--- src/rtl/mult_arb_pkg.sv ---
// Shared types, default parameters and the round-robin pick function for mult_arbiter.
package mult_arb_pkg;

    typedef enum logic [1:0] {IDLE, MUL, RESP} state_t;

    localparam int unsigned DEF_N_REQ = 2;
    localparam int unsigned DEF_WIDTH = 4;
    localparam int unsigned DEF_CNT_W = 16;

    // First valid index strictly after last, wrapping modulo n (n <= 8).
    function automatic logic [2:0] rr_pick(input logic [7:0] valid, input logic [2:0] last,
                                           input int unsigned n);
        logic [2:0]  pick;
        logic        found;
        int unsigned idx;
        pick  = last;
        found = 1'b0;
        for (int unsigned i = 1; i <= 8; i++) begin
            idx = (32'(last) + i) % n;
            if (!found && i <= n && valid[idx[2:0]]) begin
                pick  = idx[2:0];
                found = 1'b1;
            end
        end
        return pick;
    endfunction

endpackage

--- src/rtl/mult_core.sv ---
// Combinational unsigned WIDTH x WIDTH multiplier producing the full 2*WIDTH-bit product.
module mult_core #(
    parameter int unsigned WIDTH = 4
) (
    input  logic [WIDTH-1:0]   a,
    input  logic [WIDTH-1:0]   b,
    output logic [2*WIDTH-1:0] y
);

    assign y = {{WIDTH{1'b0}}, a} * {{WIDTH{1'b0}}, b};

endmodule

--- src/rtl/mult_arbiter.sv ---
// Round-robin arbiter sharing one multiplier between N_REQ requesters (IDLE -> MUL -> RESP).
// Optional per-requester grant counters are built when MULT_ARB_STATS_EN is defined.
module mult_arbiter
    import mult_arb_pkg::*;
#(
    parameter int unsigned N_REQ = DEF_N_REQ,
    parameter int unsigned WIDTH = DEF_WIDTH,
    parameter int unsigned CNT_W = DEF_CNT_W
) (
    input  logic                       clk,
    input  logic                       reset,
    input  logic [N_REQ-1:0]           req_valid,
    input  logic [N_REQ*WIDTH-1:0]     req_a,
    input  logic [N_REQ*WIDTH-1:0]     req_b,
    output logic [N_REQ-1:0]           req_ready,
    output logic                       resp_valid,
    output logic [2*WIDTH-1:0]         resp_y,
    output logic [$clog2(N_REQ)-1:0]   resp_id,
    input  logic                       resp_ready,
    output logic [N_REQ*CNT_W-1:0]     grant_cnt
);

    localparam int unsigned ID_W = $clog2(N_REQ);

    state_t             state_q, state_d;
    logic [ID_W-1:0]    last_q, id_q, pick;
    logic [WIDTH-1:0]   a_q, b_q, a_sel, b_sel;
    logic [2*WIDTH-1:0] y_q, prod;
    logic [N_REQ-1:0]   grant;
    logic               hs;

    always_comb begin
        pick  = ID_W'(rr_pick(8'(req_valid), 3'(last_q), N_REQ));
        a_sel = req_a[pick*WIDTH +: WIDTH];
        b_sel = req_b[pick*WIDTH +: WIDTH];
    end

    // Grant is gated by reset so no port sees ready while reset is held.
    always_comb begin
        state_d = state_q;
        grant   = '0;
        case (state_q)
            IDLE: begin
                if (reset && |req_valid) begin
                    grant[pick] = 1'b1;
                end
                if (hs) begin
                    state_d = MUL;
                end
            end
            MUL:     state_d = RESP;
            RESP:    if (resp_ready) state_d = IDLE;
            default: state_d = IDLE;
        endcase
    end

    assign hs         = |(req_valid & grant);
    assign req_ready  = grant;
    assign resp_valid = (state_q == RESP);
    assign resp_y     = y_q;
    assign resp_id    = id_q;

    always_ff @(posedge clk or negedge reset) begin
        if (!reset) begin
            state_q <= IDLE;
            last_q  <= ID_W'(N_REQ - 1);
            id_q    <= '0;
            a_q     <= '0;
            b_q     <= '0;
            y_q     <= '0;
        end else begin
            state_q <= state_d;
            if (hs) begin
                last_q <= pick;
                id_q   <= pick;
                a_q    <= a_sel;
                b_q    <= b_sel;
            end
            if (state_q == MUL) begin
                y_q <= prod;
            end
        end
    end

    mult_core #(
        .WIDTH(WIDTH)
    ) u_core (
        .a(a_q),
        .b(b_q),
        .y(prod)
    );

`ifdef MULT_ARB_STATS_EN
    for (genvar i = 0; i < int'(N_REQ); i++) begin : g_cnt
        logic [CNT_W-1:0] cnt_q;
        always_ff @(posedge clk or negedge reset) begin
            if (!reset) begin
                cnt_q <= '0;
            end else if (req_valid[i] && grant[i] && cnt_q != '1) begin
                cnt_q <= cnt_q + CNT_W'(1);
            end
        end
        assign grant_cnt[i*CNT_W +: CNT_W] = cnt_q;
    end
`else
    assign grant_cnt = '0;
`endif

endmodule

--- config.mk ---
export PLATFORM = sky130hd
export DESIGN_NAME = mult_arbiter
export DESIGN_NICKNAME = d
export VERILOG_FILES = /design/src/rtl/mult_arb_pkg.sv /design/src/rtl/mult_core.sv /design/src/rtl/mult_arbiter.sv
export SDC_FILE = /design/constraint.sdc
export NUM_CORES = 1
export LEC_CHECK = 0
export CAP_MARGIN = 20
export CORE_ASPECT_RATIO = 2
export CORE_MARGIN = 2
export CORE_UTILIZATION = 42
export CTS_BUF_LIST = sky130_fd_sc_hd__clkbuf_16
export DETAILED_ROUTE_END_ITERATION = 8
export GPL_TIMING_DRIVEN = 0
export PLACE_DENSITY = 0.8
export SETUP_SLACK_MARGIN = 0.3
export SYNTH_ARGS = -nofsm -noshare
export SYNTH_HDL_FRONTEND = slang
export SYNTH_SLANG_ARGS = --single-unit
--- constraint.sdc ---
create_clock -name clk -period 3.5 [get_ports clk]
set_input_delay 0.525 -clock clk [delete_from_list [all_inputs] [get_ports clk]]
set_output_delay 0.525 -clock clk [all_outputs]
set_load 0.1 [all_outputs]
; ---- After elaboration in Yosys (flattened, before gate mapping)
; Index checks and enable logic that the tools add are counted.
[word_totals]
word_cells = 42
ff_bits = 20
output_inout_bits = 44
[classes]
bitwise_logic = 1
addsub = 2
magnitude_cmp = 4
muxes = 14
n_shift = 2
n_eq_ne = 4
reduce_logical = 8
multipliers = 1
[ops]
columns = cell, n
row1 = indexed part select 8 x 4 -> 4 bit, 2
row2 = "< comparator 1 x 4 -> 1 bit, second input constant", 2
row3 = multiplier 4 x 4 -> 8 bit, 1
row4 = 2-to-1 mux 1 bit, 8
row5 = 2-to-1 mux 2 bit, 4
row6 = one-hot mux 2 bit (3 select lines), 1
row7 = OR reduction 2 bit, 2
row8 = logical AND 1 bit, 3
row9 = "adder 1 bit, second input constant", 2
row10 = AND 2 bit, 1
row11 = "equality test 2 x 1 -> 1 bit, second input constant", 1
row12 = "equality test 2 bit, second input constant", 1
row13 = zero test 2 bit, 1
row14 = "< comparator 1 x 2 -> 1 bit, second input constant", 1
row15 = "!= test 2 x 1 -> 1 bit, second input constant", 1
row16 = "!= test 2 bit, second input constant", 1
row17 = AND reduction 2 bit, 1
row18 = demux 1 bit (select 1 bit), 1
row19 = ">= comparator 1 bit, second input constant", 1
row20 = zero test 1 bit, 1

; ---- Depth between registers and ports, before layout
[logic_depth]
depth_word = 17
mapped_depth = 10
depth_no_buf = 10

; ---- Hierarchy
; Synthesis repeated with hierarchy kept, for this count alone.
[unflattened]
hier_cells = 166
area_unflattened_um2 = 1615.3
[modules_own_cells]
columns = mod, cells_each, area_per_inst_um2, n_inst, seq_area_each_um2
row1 = mult_arbiter, 115, 1168.6, 1, 501.7
row2 = mult_core, 51, 446.7, 1, 0.0

; ---- Least setup slack after synthesis
; OpenSTA, ideal clock, no wires.
[synth_path]
path_type = in2out
start = input req_valid[0]
end = output req_ready[1]
stages = 4
arrival_time_ps = 2124
slack_ps = 851
cell_sequence = nand2_1 -> o21ai_1 -> buf_4 -> nor2_1
[synth_via]
elab_chain_cells = 12
[synth_rtl]
columns = item, line
row1 = from (decl), mult_arbiter.sv:12  ; input logic [N_REQ-1:0] req_valid,
row2 = 2-to-1 mux 1 bit (implied by the code) (2 in a row), mult_arb_pkg.sv:20  ; if (!found && i <= n && valid[idx[2:0]]) begin
row3 = 2-to-1 mux 1 bit, mult_arb_pkg.sv:20
row4 = zero test 1 bit, mult_arb_pkg.sv:20
row5 = logical AND 1 bit, mult_arb_pkg.sv:20
row6 = 2-to-1 mux 1 bit, mult_arb_pkg.sv:20
row7 = < comparator 1 x 2 -> 1 bit (implied by the code) / >= comparator 1 bit (equally long branches), mult_arbiter.sv:45  ; grant[pick] = 1'b1;
row8 = logical AND 1 bit (implied by the code), mult_arbiter.sv:45
row9 = 2-to-1 mux 1 bit (implied by the code), mult_arbiter.sv:45
row10 = demux 1 bit (select 1 bit), mult_arbiter.sv:45
row11 = 2-to-1 mux 2 bit *, mult_arbiter.sv:44  ; if (reset && |req_valid) begin
row12 = 2-to-1 mux 2 bit *, mult_arbiter.sv:42  ; case (state_q)
row13 = to (decl), mult_arbiter.sv:15  ; output logic [N_REQ-1:0] req_ready,
; Every way passes the cells marked *; elsewhere a longest branch is shown, timed or not. The select of a mux whose other input is x is not followed.

; ---- Final worst setup path
[layout_path]
start = input reset
end = output req_ready[0]
[layout_via]
elab_chain_cells = 3
[layout_rtl]
columns = item, line
row1 = from (decl), mult_arbiter.sv:11  ; input logic reset,
row2 = logical AND 1 bit, mult_arbiter.sv:44
row3 = 2-to-1 mux 2 bit, mult_arbiter.sv:44
row4 = 2-to-1 mux 2 bit, mult_arbiter.sv:42
; Every way passes these cells.

==> flow_metrics.py <==
metrics = {
    "setup_path": {
        "crit_arrival_ns": 2.43,
        "endpoint_kind": "output port",
        "crit_fanout": 21,
        "rr_startpoint": "a_q[0]$_DFFE_PN0P_",
        "start_kind": "primary input",
        "crit_start": "reset",
        "worstSetupPathType": "in -> out",
        "cp.required_ns": 2.97,
    },
    "timing": {
        "tightest_slew_ns": 0.969,
        "final_hold_viol_count": 0,
        "relSlewSlack_pct": 35.2,
        "fin_crit_ns": 2.95,
        "fmax_mhz": 339,
        "period_share_pct": 84.3,
        "fin_worst_skew_ns": 0.00433,
        "rsz0062_at_grt": "false",
        "finalMaxSlewViolations": 0,
        "finalSetupViolCount": 0,
    },
    "synthesis": {
        "synth.distinct_cells": 29,
        "yosysSeqAreaShare_pct": 33.3,
        "synthAdderAreaFrac_pct": 15.3,
        "synthCells": 159,
        "yosysWarnings": 0,
        "yosys.area_share.simple_pct": 11.7,
        "synth-compound-area-share_pct": 11.1,
        "synth_top_family_by_area": "buffers and inverters",
        "synth_area_um2": 1510,
        "synthXorXnorAreaFrac_pct": 1.74,
        "ys_ff_latch": 20,
        "synth_mux_area_share_pct": 6.81,
        "synth.avg_cell_area_um2": 9.47,
    },
    "clock_tree": {
        "clock_latency_ns": 0.25,
        "clkSlewWorstSetupHoldPaths_ns": 0.06,
        "h-tree-depth": 1,
        "cts_buffers": 3,
        "cts.sinks": 20,
        "tritoncts": "done",
        "hold_buffers": 0,
        "clk_path_buf_depth": 2,
        "clockRootBuffer": "clkbuf_16",
        "post_cts_buffers": 0,
    },
    "global_route": {
        "grt_pass1_wl_um": 4500,
        "grt_usage_pct": 15.1,
        "grt_overflow": 0,
        "antenna_found_initial": 0,
        "grt_pass1_vias": 1093,
        "grt_max_degree": 22,
    },
    "routing": {
        "wl_um": 2720,
        "drtAntennaViolNets": 0,
        "first_pass_iters": 4,
        "vias": 1164,
        "drt_iter0_markers": 5,
        "drt-vias-per-instance": 4.25,
        "drc": 0,
        "wl_per_cell_um": 9.93,
    },
    "placement": {
        "dp_hpwl_um": 2280,
        "port_buffers": 32,
        "gp_routability_congestion": 0.860,
    },
    "hold_path": {
        "hold_class": "in -> async",
    },
    "floorplan": {
        "die_y_um": 88.7,
        "dieWidth_um": 46.4,
        "pin_count": 65,
        "start_util_pct": 44.1,
        "core.rowCount": 30,
        "dieArea_um2": 4110,
        "coreArea_um2": 3420,
    },
    "layout": {
        "antenna_cells": 0,
        "area_delta_synth_final_pct": 40.0,
        "finalNetCount": 264,
        "drive_above_1_share_pct": 20.4,
        "utilization_pct": 61.7,
    },
    "job": {
        "drv_cap": 0,
    },
    "run_status": {
        "outcome": "finished clean",
    },
}
## layout make-up
type	instances	area [um2]
repair buffers	32	320
inverters	9	33.8
fillers	300	1310
plain buffers	35	264
well taps	48	60.1
multi-input cells	126	823
clock inverters	1	30.0
clock buffers	3	75.1
flip-flops and latches	20	502
## synth_stat cells, drive strengths merged
| cell type | number | area [um2] |
|---|---|---|
| a21oi | 10 | 50.1 |
| o21a | 2 | 15.0 |
| dfstp | 1 | 26.3 |
| o21ai | 8 | 40.0 |
| nand2b | 2 | 12.5 |
| conb | 1 | 3.75 |
| nor2 | 10 | 37.5 |
| nor2b | 1 | 6.26 |
| a211oi | 1 | 7.51 |
| fa | 4 | 80.1 |
| o211ai | 2 | 20.0 |
| mux2i | 8 | 80.1 |
| a21o | 3 | 22.5 |
| mux2 | 2 | 22.5 |
| nand2 | 14 | 52.6 |
| and2 | 10 | 62.6 |
| dfrtp | 19 | 475 |
| xor2 | 2 | 17.5 |
| buf | 35 | 264 |
| o31ai | 1 | 12.5 |
| nor3 | 1 | 5.00 |
| inv | 9 | 33.8 |
| xnor2 | 1 | 8.76 |
| ha | 12 | 150 |
## state kept, by name, indices dropped and copies added (netlist names)
register,cells
a_q,4
state_q,2
resp_y,8
last_q,1
resp_id,1
b_q,4
## cells by family after synthesis
| kind of cell | count (synthesis) |
|---|---|
| compound gates | 27 |
| xor+xnor | 3 |
| fa+ha+maj | 16 |
| buf+inv | 44 |
| flops | 20 |
| mux | 10 |
| other cells | 1 |
| simple gates | 38 |
## worst max-delay path, cell delays in order
cell and delay [ns]:
clkdlybuf4s15_2 0.51, o211ai_2 0.23, inv_2 0.19, and2_1 0.15, clkdlybuf4s15_1 0.81
## worst paths after layout
| path | to | slack [ns] | cells past startpoint |
|---|---|---|---|
| setup / recovery | req_ready[0] | 0.55 | 5 |
| max in group asynchronous | last_q$_DFFE_PN1P_ | 2.81 | 1 |
| hold / removal | resp_id$_DFFE_PN0P_ | 0.33 | 1 |
| setup reg to reg | resp_y[6]$_DFFE_PN0N_ | 0.72 | 10 |
| min in group clk | resp_y[5]$_DFFE_PN0N_ | 0.47 | 2 |
| hold reg to reg | resp_y[5]$_DFFE_PN0N_ | 0.47 | 2 |
## cells in the final DEF (no fill, tap or decap), types with 2 or more instances in the layout
master	count
buf_4	33
o21ai_1	2
xor2_1	2
a21oi_1	10
fa_1	4
inv_1	8
dfrtp_1	19
mux2i_1	8
clkbuf_16	3
o21a_1	2
nor2_1	10
a21o_1	3
ha_1	12
o21ai_0	6
and2_1	10
conb_1	32
mux2_2	2
nand2b_1	2
nand2_1	14
clkdlybuf4s50_1	29
## timing repair
item	4_1_cts	5_1_grt
gates resized for setup	5	1
hold endpoints to repair	0	0
setup endpoints to repair	2	1
## through the flow
| stage | instance area (um2) | worst slack, ns | TNS [ns] | hold slack [ns] | std cells |
|---|---|---|---|---|---|
| floorplan | 1620 | 0.851 | 0 | 0.229 | 190 |
| global placement | 2000 | -0.458 | -0.820 | 0.461 | 270 |
| detailed placement | 2000 | -0.513 | -0.927 | 0.470 | 270 |
| CTS | 2110 | 0.437 | 0 | 0.358 | 274 |
| global route | 2110 | 0.326 | 0 | 0.385 | 274 |
| finish | 2110 | 0.550 | 0 | 0.331 | 274 |
## routing by layer
layer | track usage, % | vias up | wire length [um] | share of wire, %
met1 | 12.8 | 508 | 831 | 31
met4 | 9.09 | 0 | 110 | 4.0
met3 | 3.47 | 10 | 179 | 6.6
met5 | 0 | - | 0 | 0
li1 | - | 594 | - | -
met2 | 28.8 | 52 | 1600 | 59
Power is not shown: default switching activity piles up to over one toggle a cycle in this logic, so the estimate is an artifact.
